File: src/rtl/text_entry_buffer_pkg.sv
// Shared ASCII constants, key classes and FSM encoding for the text entry buffer.
package text_entry_buffer_pkg;

   localparam logic [7:0] KEY_BS      = 8'h08;
   localparam logic [7:0] KEY_CR      = 8'h0D;
   localparam logic [7:0] KEY_ESC     = 8'h1B;
   localparam logic [7:0] ASCII_SPACE = 8'h20;
   localparam logic [7:0] UPPER_A     = 8'h41;
   localparam logic [7:0] UPPER_Z     = 8'h5A;
   localparam logic [7:0] LOWER_A     = 8'h61;
   localparam logic [7:0] LOWER_Z     = 8'h7A;
   localparam logic [7:0] CASE_OFFSET = 8'h20;

   localparam logic [1:0] S_EDIT    = 2'd0;
   localparam logic [1:0] S_PENDING = 2'd1;
   localparam logic [1:0] S_PUBLISH = 2'd2;

   typedef enum logic [2:0] {
      KC_APPEND,
      KC_BACKSPACE,
      KC_CLEAR,
      KC_COMMIT,
      KC_INVALID
   } key_class_e;

   function automatic logic in_range(input logic [7:0] c, input logic [7:0] lo,
                                     input logic [7:0] hi);
      return (c >= lo) && (c <= hi);
   endfunction

endpackage

File: src/rtl/text_entry_buffer_key_classifier.sv
// Combinational keystroke decode: edit class plus the upper-case-folded byte to store.
module text_entry_buffer_key_classifier
   import text_entry_buffer_pkg::*;
(
   input  logic [7:0] key_code,
   output key_class_e key_class,
   output logic [7:0] key_char
);

   always_comb begin
      key_class = KC_INVALID;
      key_char  = key_code;
      if (in_range(key_code, UPPER_A, UPPER_Z) || key_code == ASCII_SPACE) begin
         key_class = KC_APPEND;
      end else if (in_range(key_code, LOWER_A, LOWER_Z)) begin
         key_class = KC_APPEND;
         key_char  = key_code - CASE_OFFSET;
      end else begin
         case (key_code)
            KEY_BS:  key_class = KC_BACKSPACE;
            KEY_ESC: key_class = KC_CLEAR;
            KEY_CR:  key_class = KC_COMMIT;
            default: key_class = KC_INVALID;
         endcase
      end
   end

endmodule

File: src/rtl/text_entry_buffer.sv
// Line editor feeding the text renderer; the committed line is published only at a
// frame boundary so the renderer never swaps text mid-frame.
module text_entry_buffer
   import text_entry_buffer_pkg::*;
#(
   parameter int MAX_CHARS = 9
) (
   input  logic                   clk,
   input  logic                   rst_n,
   input  logic                   key_valid,
   input  logic [7:0]             key_code,
   input  logic                   frame_start,
   output logic [MAX_CHARS*8-1:0] out_string,
   output logic [5:0]             numchar,
   output logic                   ready,
   output logic [5:0]             edit_len,
   output logic                   busy,
   output logic                   reject
);

   localparam logic [5:0] MAX_LEN = 6'(MAX_CHARS);

   key_class_e key_class;
   logic [7:0] key_char;

   text_entry_buffer_key_classifier u_key_classifier (
      .key_code  (key_code),
      .key_class (key_class),
      .key_char  (key_char)
   );

   logic [7:0]             edit_q [MAX_CHARS];
   logic [7:0]             edit_d [MAX_CHARS];
   logic [5:0]             len_q, len_d;
   logic [1:0]             state_q, state_d;
   logic [MAX_CHARS*8-1:0] string_q, string_d;
   logic [5:0]             numchar_q, numchar_d;
   logic                   ready_q, ready_d;
   logic                   busy_q, busy_d;
   logic                   reject_q, reject_d;

   logic       wr_en;
   logic [5:0] wr_idx;
   logic [7:0] wr_byte;
   logic       clr_all;

   always_comb begin
      // NOTE: every variable gets a default here first so no path can infer a latch.
      state_d   = state_q;
      edit_d    = edit_q;
      len_d     = len_q;
      string_d  = string_q;
      numchar_d = numchar_q;
      busy_d    = busy_q;
      ready_d   = 1'b0;
      reject_d  = 1'b0;
      wr_en     = 1'b0;
      wr_idx    = len_q;
      wr_byte   = key_char;
      clr_all   = 1'b0;

      case (state_q)
         S_EDIT: begin
            if (key_valid) begin
               case (key_class)
                  KC_APPEND: begin
                     if (len_q == MAX_LEN) begin
                        reject_d = 1'b1;
                     end else begin
                        wr_en = 1'b1;
                        len_d = len_q + 6'd1;
                     end
                  end
                  KC_BACKSPACE: begin
                     if (len_q == 6'd0) begin
                        reject_d = 1'b1;
                     end else begin
                        wr_en   = 1'b1;
                        wr_idx  = len_q - 6'd1;
                        wr_byte = ASCII_SPACE;
                        len_d   = len_q - 6'd1;
                     end
                  end
                  KC_CLEAR: begin
                     clr_all = 1'b1;
                     len_d   = 6'd0;
                  end
                  KC_COMMIT: begin
                     state_d = S_PENDING;
                     busy_d  = 1'b1;
                  end
                  default: reject_d = 1'b1;
               endcase
            end
         end
         S_PENDING: begin
            reject_d = key_valid;
            if (frame_start) state_d = S_PUBLISH;
         end
         S_PUBLISH: begin
            reject_d  = key_valid;
            numchar_d = len_q;
            ready_d   = 1'b1;
            busy_d    = 1'b0;
            state_d   = S_EDIT;
            for (int i = 0; i < MAX_CHARS; i++) begin
               string_d[(MAX_CHARS-1-i)*8 +: 8] = edit_q[i];
            end
         end
         default: begin
            state_d = S_EDIT;
            busy_d  = 1'b0;
         end
      endcase

      // Slots at or beyond len are kept at space so the published string needs no masking.
      for (int i = 0; i < MAX_CHARS; i++) begin
         if (clr_all) edit_d[i] = ASCII_SPACE;
         else if (wr_en && 6'(i) == wr_idx) edit_d[i] = wr_byte;
      end
   end

   always_ff @(posedge clk or negedge rst_n) begin
      if (!rst_n) begin
         // NOTE: the edit buffer is reset too; the space-fill invariant depends on it.
         edit_q    <= '{default: ASCII_SPACE};
         len_q     <= 6'd0;
         state_q   <= S_EDIT;
         string_q  <= {MAX_CHARS{ASCII_SPACE}};
         numchar_q <= 6'd0;
         ready_q   <= 1'b0;
         busy_q    <= 1'b0;
         reject_q  <= 1'b0;
      end else begin
         // NOTE: non-blocking updates so every flop samples pre-edge values.
         edit_q    <= edit_d;
         len_q     <= len_d;
         state_q   <= state_d;
         string_q  <= string_d;
         numchar_q <= numchar_d;
         ready_q   <= ready_d;
         busy_q    <= busy_d;
         reject_q  <= reject_d;
      end
   end

   assign out_string = string_q;
   assign numchar    = numchar_q;
   assign ready      = ready_q;
   assign edit_len   = len_q;
   assign busy       = busy_q;
   assign reject     = reject_q;

endmodule
File: config.mk
export PLATFORM = sky130hd
export DESIGN_NAME = text_entry_buffer
export DESIGN_NICKNAME = d
export VERILOG_FILES = /design/src/rtl/text_entry_buffer_pkg.sv /design/src/rtl/text_entry_buffer_key_classifier.sv /design/src/rtl/text_entry_buffer.sv
export SDC_FILE = /design/constraint.sdc
export NUM_CORES = 1
export LEC_CHECK = 0
export CAP_MARGIN = 30
export CORE_ASPECT_RATIO = 0.9
export CORE_MARGIN = 8
export CORE_UTILIZATION = 30
export CTS_CLUSTER_SIZE = 14
export DETAILED_ROUTE_END_ITERATION = 7
export SYNTH_ARGS = -nofsm -noshare
export SYNTH_HDL_FRONTEND = slang
export SYNTH_HIERARCHICAL = 1
export SYNTH_SLANG_ARGS = --single-unit
export TNS_END_PERCENT = 5
File: constraint.sdc
create_clock -name clk -period 5.5 [get_ports clk]
set_input_delay 1.1 -clock clk [delete_from_list [all_inputs] [get_ports clk]]
set_output_delay 1.1 -clock clk [all_outputs]
set_load 0.01 [all_outputs]
==> results summary <==
The detailed router's first-iteration violation count is 347. Hold is met by 0.505 ns. The async set-or-reset flop fraction in the synthesized netlist came out at 1.00.

The family with the most delay on the worst path is simple AND/OR/NAND/NOR gates. The worst slew margin relative to its limit came out at 0.444. The accumulated negative setup slack is 0 ns. Counting along the longest clock path gives a buffer depth of 2. The post-synthesis instance area is 7240 um2. The post-synthesis cell type count is 59.

The final hold violation count is 0. The highest clock rate is 239 MHz. The startpoint identified for the worst hold timing path is numchar[2]. The remaining antenna violation count after routing is 0. The hold path endpoint is numchar[2]. The mean instance size in the synthesized netlist came out at 12.2 um2. The detailed-route via count came out at 4,793.

For the worst setup path, the data required time is 5.84 ns. The aggregate global routing overflow came out at 0. The tool flagged a number of max-cap violations equal to 0. The max-slew violation count is 0. The total CTS buffers is 17. On the worst path, the slowest cell contributes a delay of 0.59 ns. The buffers plus inverters on the worst setup path is 1. The net count of the finished layout is 701.

STA classifies the critical path endpoint as a flop. The total routed wirelength came out at 17,600 um. The H-tree level count is 4. The placer's final routability congestion estimate came out at 0.824.

The biggest fanout along the worst timing path came out at 10. The register area share after synthesis came out at 0.559. The first-pass iteration count of the detailed router is 4. The design internal power is 3100 uW. Excluding fillers, the count of instances in the completed layout stands at 1,000. At the pin with the least slew margin, the transition time is 0.834 ns. The path type of the worst setup path is primary input to flop. Summed over all nets, the switching power comes to 1500 uW.

The via count of the first global-routing pass is 4,875. In this run, synthesis inferred 0 flip-flops with an integrated enable. The post-layout total power is 4600 uW. The endpoint identified for the worst register-to-register timing path is edit_q[54].

The number of cells on the worst hold path is 1. The number of sinks driven by the clock tree is 161. The core region is 24,000 um2. The run finished with clean final reports. Pin placement for this block handled 99 I/O pins. Of the available clock period, the critical path in the final layout requires 0.760. The power density over the cells is 507 nW/um2.

During synthesis, Yosys emitted a total of 6 warnings. The library cell used most frequently in the layout, excluding fill and tap cells, is sky130_fd_sc_hd__dfrtp_1. The number of diodes is 0. The minimum clock period after layout came out at 4.18 ns.

The path category of the worst min-delay check is flop to flop. Of the total power, registers draw 0.428. The beginning of the worst register-to-register path is edit_len[0]. The cell sitting at the root of the clock tree is a sky130_fd_sc_hd__clkbuf_16. The area fraction of the dominant cell type after synthesis is 0.494.

The clock slew at the register clock pins of the worst setup and hold paths came out at 0.07 ns. The number of hold buffers added after cts came out at 0. The pin count of the biggest net entering global routing is 87. The setup fix buffers added after clock tree synthesis is 0.

Across the routed clock network, the largest skew measured is 0.0131 ns. The number of placement rows is 54. The count of unresolved DRC violations after routing came out at 0.

Setup repair after global routing left no endpoint under its margin. The largest total area in the synthesized netlist belongs to sky130_fd_sc_hd__dfrtp_1. The synthesized design contains 161 register bits. Traced cell by cell, the critical path runs through clkdlybuf4s50_1, ha_1, nand2b_1, a21oi_1, o2111ai_2, and3_1, nand3b_1, a211oi_2, o2bb2ai_1, nand2_1, nor2_2, mux2i_1. The post-DP HPWL came out at 11,900 um. The initial antenna violation count came out at 0. From bottom edge to top edge, the die measures 163 um. The nature of the critical path startpoint is a primary input. The fraction of layout instances using a drive strength above 1 is 0.215. The signed area change from the synthesized netlist to the final layout came out at 25.5%. The initial utilization of the core area, before any placement, comes to 0.302. In the final routed layout, each cell accounts on average for 17.6 um.

The library cells used most frequently in the layout, excluding fill and tap cells, are sky130_fd_sc_hd__dfrtp_1 (143), sky130_fd_sc_hd__clkdlybuf4s50_1 (97), sky130_fd_sc_hd__nand2_1 (81). The die area is 29,400 um2. The global-route wire length before repair is 28,600 um. The number of standard cells after synthesis came out at 595. The setup-violating endpoint count in the final report is 0. The number of filler cells placed in the layout came out at 2,287.

Yosys attributes the largest share of cell area to sky130_fd_sc_hd__dfrtp_1 (49%), sky130_fd_sc_hd__mux2_2 (12%), sky130_fd_sc_hd__mux2i_1 (11%). For the worst-skew pair, the clock arrives at the later sink with an insertion delay of 0.43 ns. The reg2reg setup slack came out at 2.25 ns. The cell count after placement is 968. The share of total power dissipated in the clock network is 0.254. The count of port buffers added during placement is 98.

Among all flip-flop cells after synthesis, the most frequent one is sky130_fd_sc_hd__dfrtp_1. Synthesis produced a netlist with a net count of 617. The combinational share of power is 0.318. The largest individual stage delay along the critical path comes from the cell sky130_fd_sc_hd__clkdlybuf4s50_1. In this run the static leakage power is 0.00412 uW. For the worst flop-to-flop path, the logic depth is 8. TritonCTS built the clock tree. The number of vias per cell after detailed routing came out at 4.79.

The arrival time at the worst endpoint came out at 4.52 ns. The number of gates given a new drive strength after cts is 0. The proportion of total power due to net switching is 0.326. The worst IR drop on VDD is 0.227 mV.

The die width is 180 um. The global-route total usage across every layer is 0.123.
registers in the layout, summed over array words and instances, names as in the netlist:
| signal | cells |
|---|---|
| out_string | 72 |
| edit_q | 72 |
| state_q | 2 |
| reject | 1 |
| busy | 1 |
| edit_len | 6 |
| ready | 1 |
| numchar | 6 |
power by group through the flow:
stage | clock (uW) | combinational, uW | sequential [uW]
floorplan | 0 | 759 | 1960
detailed placement | 0 | 1490 | 1990
global placement | 0 | 1460 | 1990
finish | 1170 | 1470 | 1970
global route | 1260 | 1600 | 2040
CTS | 1210 | 1490 | 1980
synthesized netlist by cell type (3+ instances only):
cell,n
sky130_fd_sc_hd__nor3_1,4
sky130_fd_sc_hd__ha_1,10
sky130_fd_sc_hd__o21bai_1,3
sky130_fd_sc_hd__clkbuf_1,18
sky130_fd_sc_hd__buf_1,5
sky130_fd_sc_hd__a21o_1,3
sky130_fd_sc_hd__o22ai_1,3
sky130_fd_sc_hd__mux2_2,79
sky130_fd_sc_hd__a221o_1,3
sky130_fd_sc_hd__inv_1,9
sky130_fd_sc_hd__dfstp_2,18
sky130_fd_sc_hd__buf_4,5
sky130_fd_sc_hd__buf_2,8
sky130_fd_sc_hd__mux2i_1,77
sky130_fd_sc_hd__or3_1,3
sky130_fd_sc_hd__and3_1,4
sky130_fd_sc_hd__nor2_1,34
sky130_fd_sc_hd__nand2_1,81
sky130_fd_sc_hd__nand2b_1,3
sky130_fd_sc_hd__o22a_1,3
sky130_fd_sc_hd__nor3b_1,3
sky130_fd_sc_hd__dfrtp_1,143
sky130_fd_sc_hd__nand3_1,7
sky130_fd_sc_hd__o21ai_0,7
sky130_fd_sc_hd__nor2_4,3
sky130_fd_sc_hd__a31oi_1,3
sky130_fd_sc_hd__a21oi_1,15
cell families (layout without fill, tap and decap cells):
group / Yosys count / after routing / synth area share
adder cells (fa/ha/maj): 10 / 10 / 0.0173
XOR/XNOR: 2 / 2 / 0.00242
flip-flops: 161 / 161 / 0.559
AND/OR/NAND/NOR: 161 / 161 / 0.103
AO/OA/AOI/OAI: 57 / 57 / 0.0570
buffers and inverters: 48 / 145 / 0.0311
multiplexers: 156 / 156 / 0.229
per-layer routing:
metal  GRT usage  up-vias  share of wire
li1            -     2246              -
met1       0.177     2421           0.51
met2       0.179      108           0.44
met3      0.0311       18          0.041
met4      0.0375        0          0.011
met5           0        -              0
area by class of cell:
class,instances,area [um2],share of cell area
clock buffers,17,425,0.0468
repair buffers,104,1050,0.116
inverters,9,33.8,0.00372
clock inverters,15,160,0.0176
well taps,308,385,0.0424
flip-flops and latches,161,4050,0.446
multi-input cells,386,2980,0.328
how the worst max path moves through the flow:
stage	slack (ns)	from	cells past startpoint	to
floorplan	1.93	key_code[2]	13	edit_q[0]
global placement	0.97	key_code[5]	11	edit_q[54]
detailed placement	0.90	key_code[5]	12	edit_q[35]
CTS	1.34	key_code[5]	11	edit_q[54]
global route	1.07	key_code[5]	12	edit_q[34]
finish	1.32	key_code[5]	12	edit_q[35]
stage by stage:
stage	instance area (um2)	utilization	setup WS [ns]
CTS	9090	0.379	1.34
finish	9090	0.379	1.32
detailed placement	8500	0.354	0.896
global placement	8480	0.354	0.972
floorplan	7240	-	1.93
global route	9090	0.379	1.07
Power figures use the tool's default switching activity.
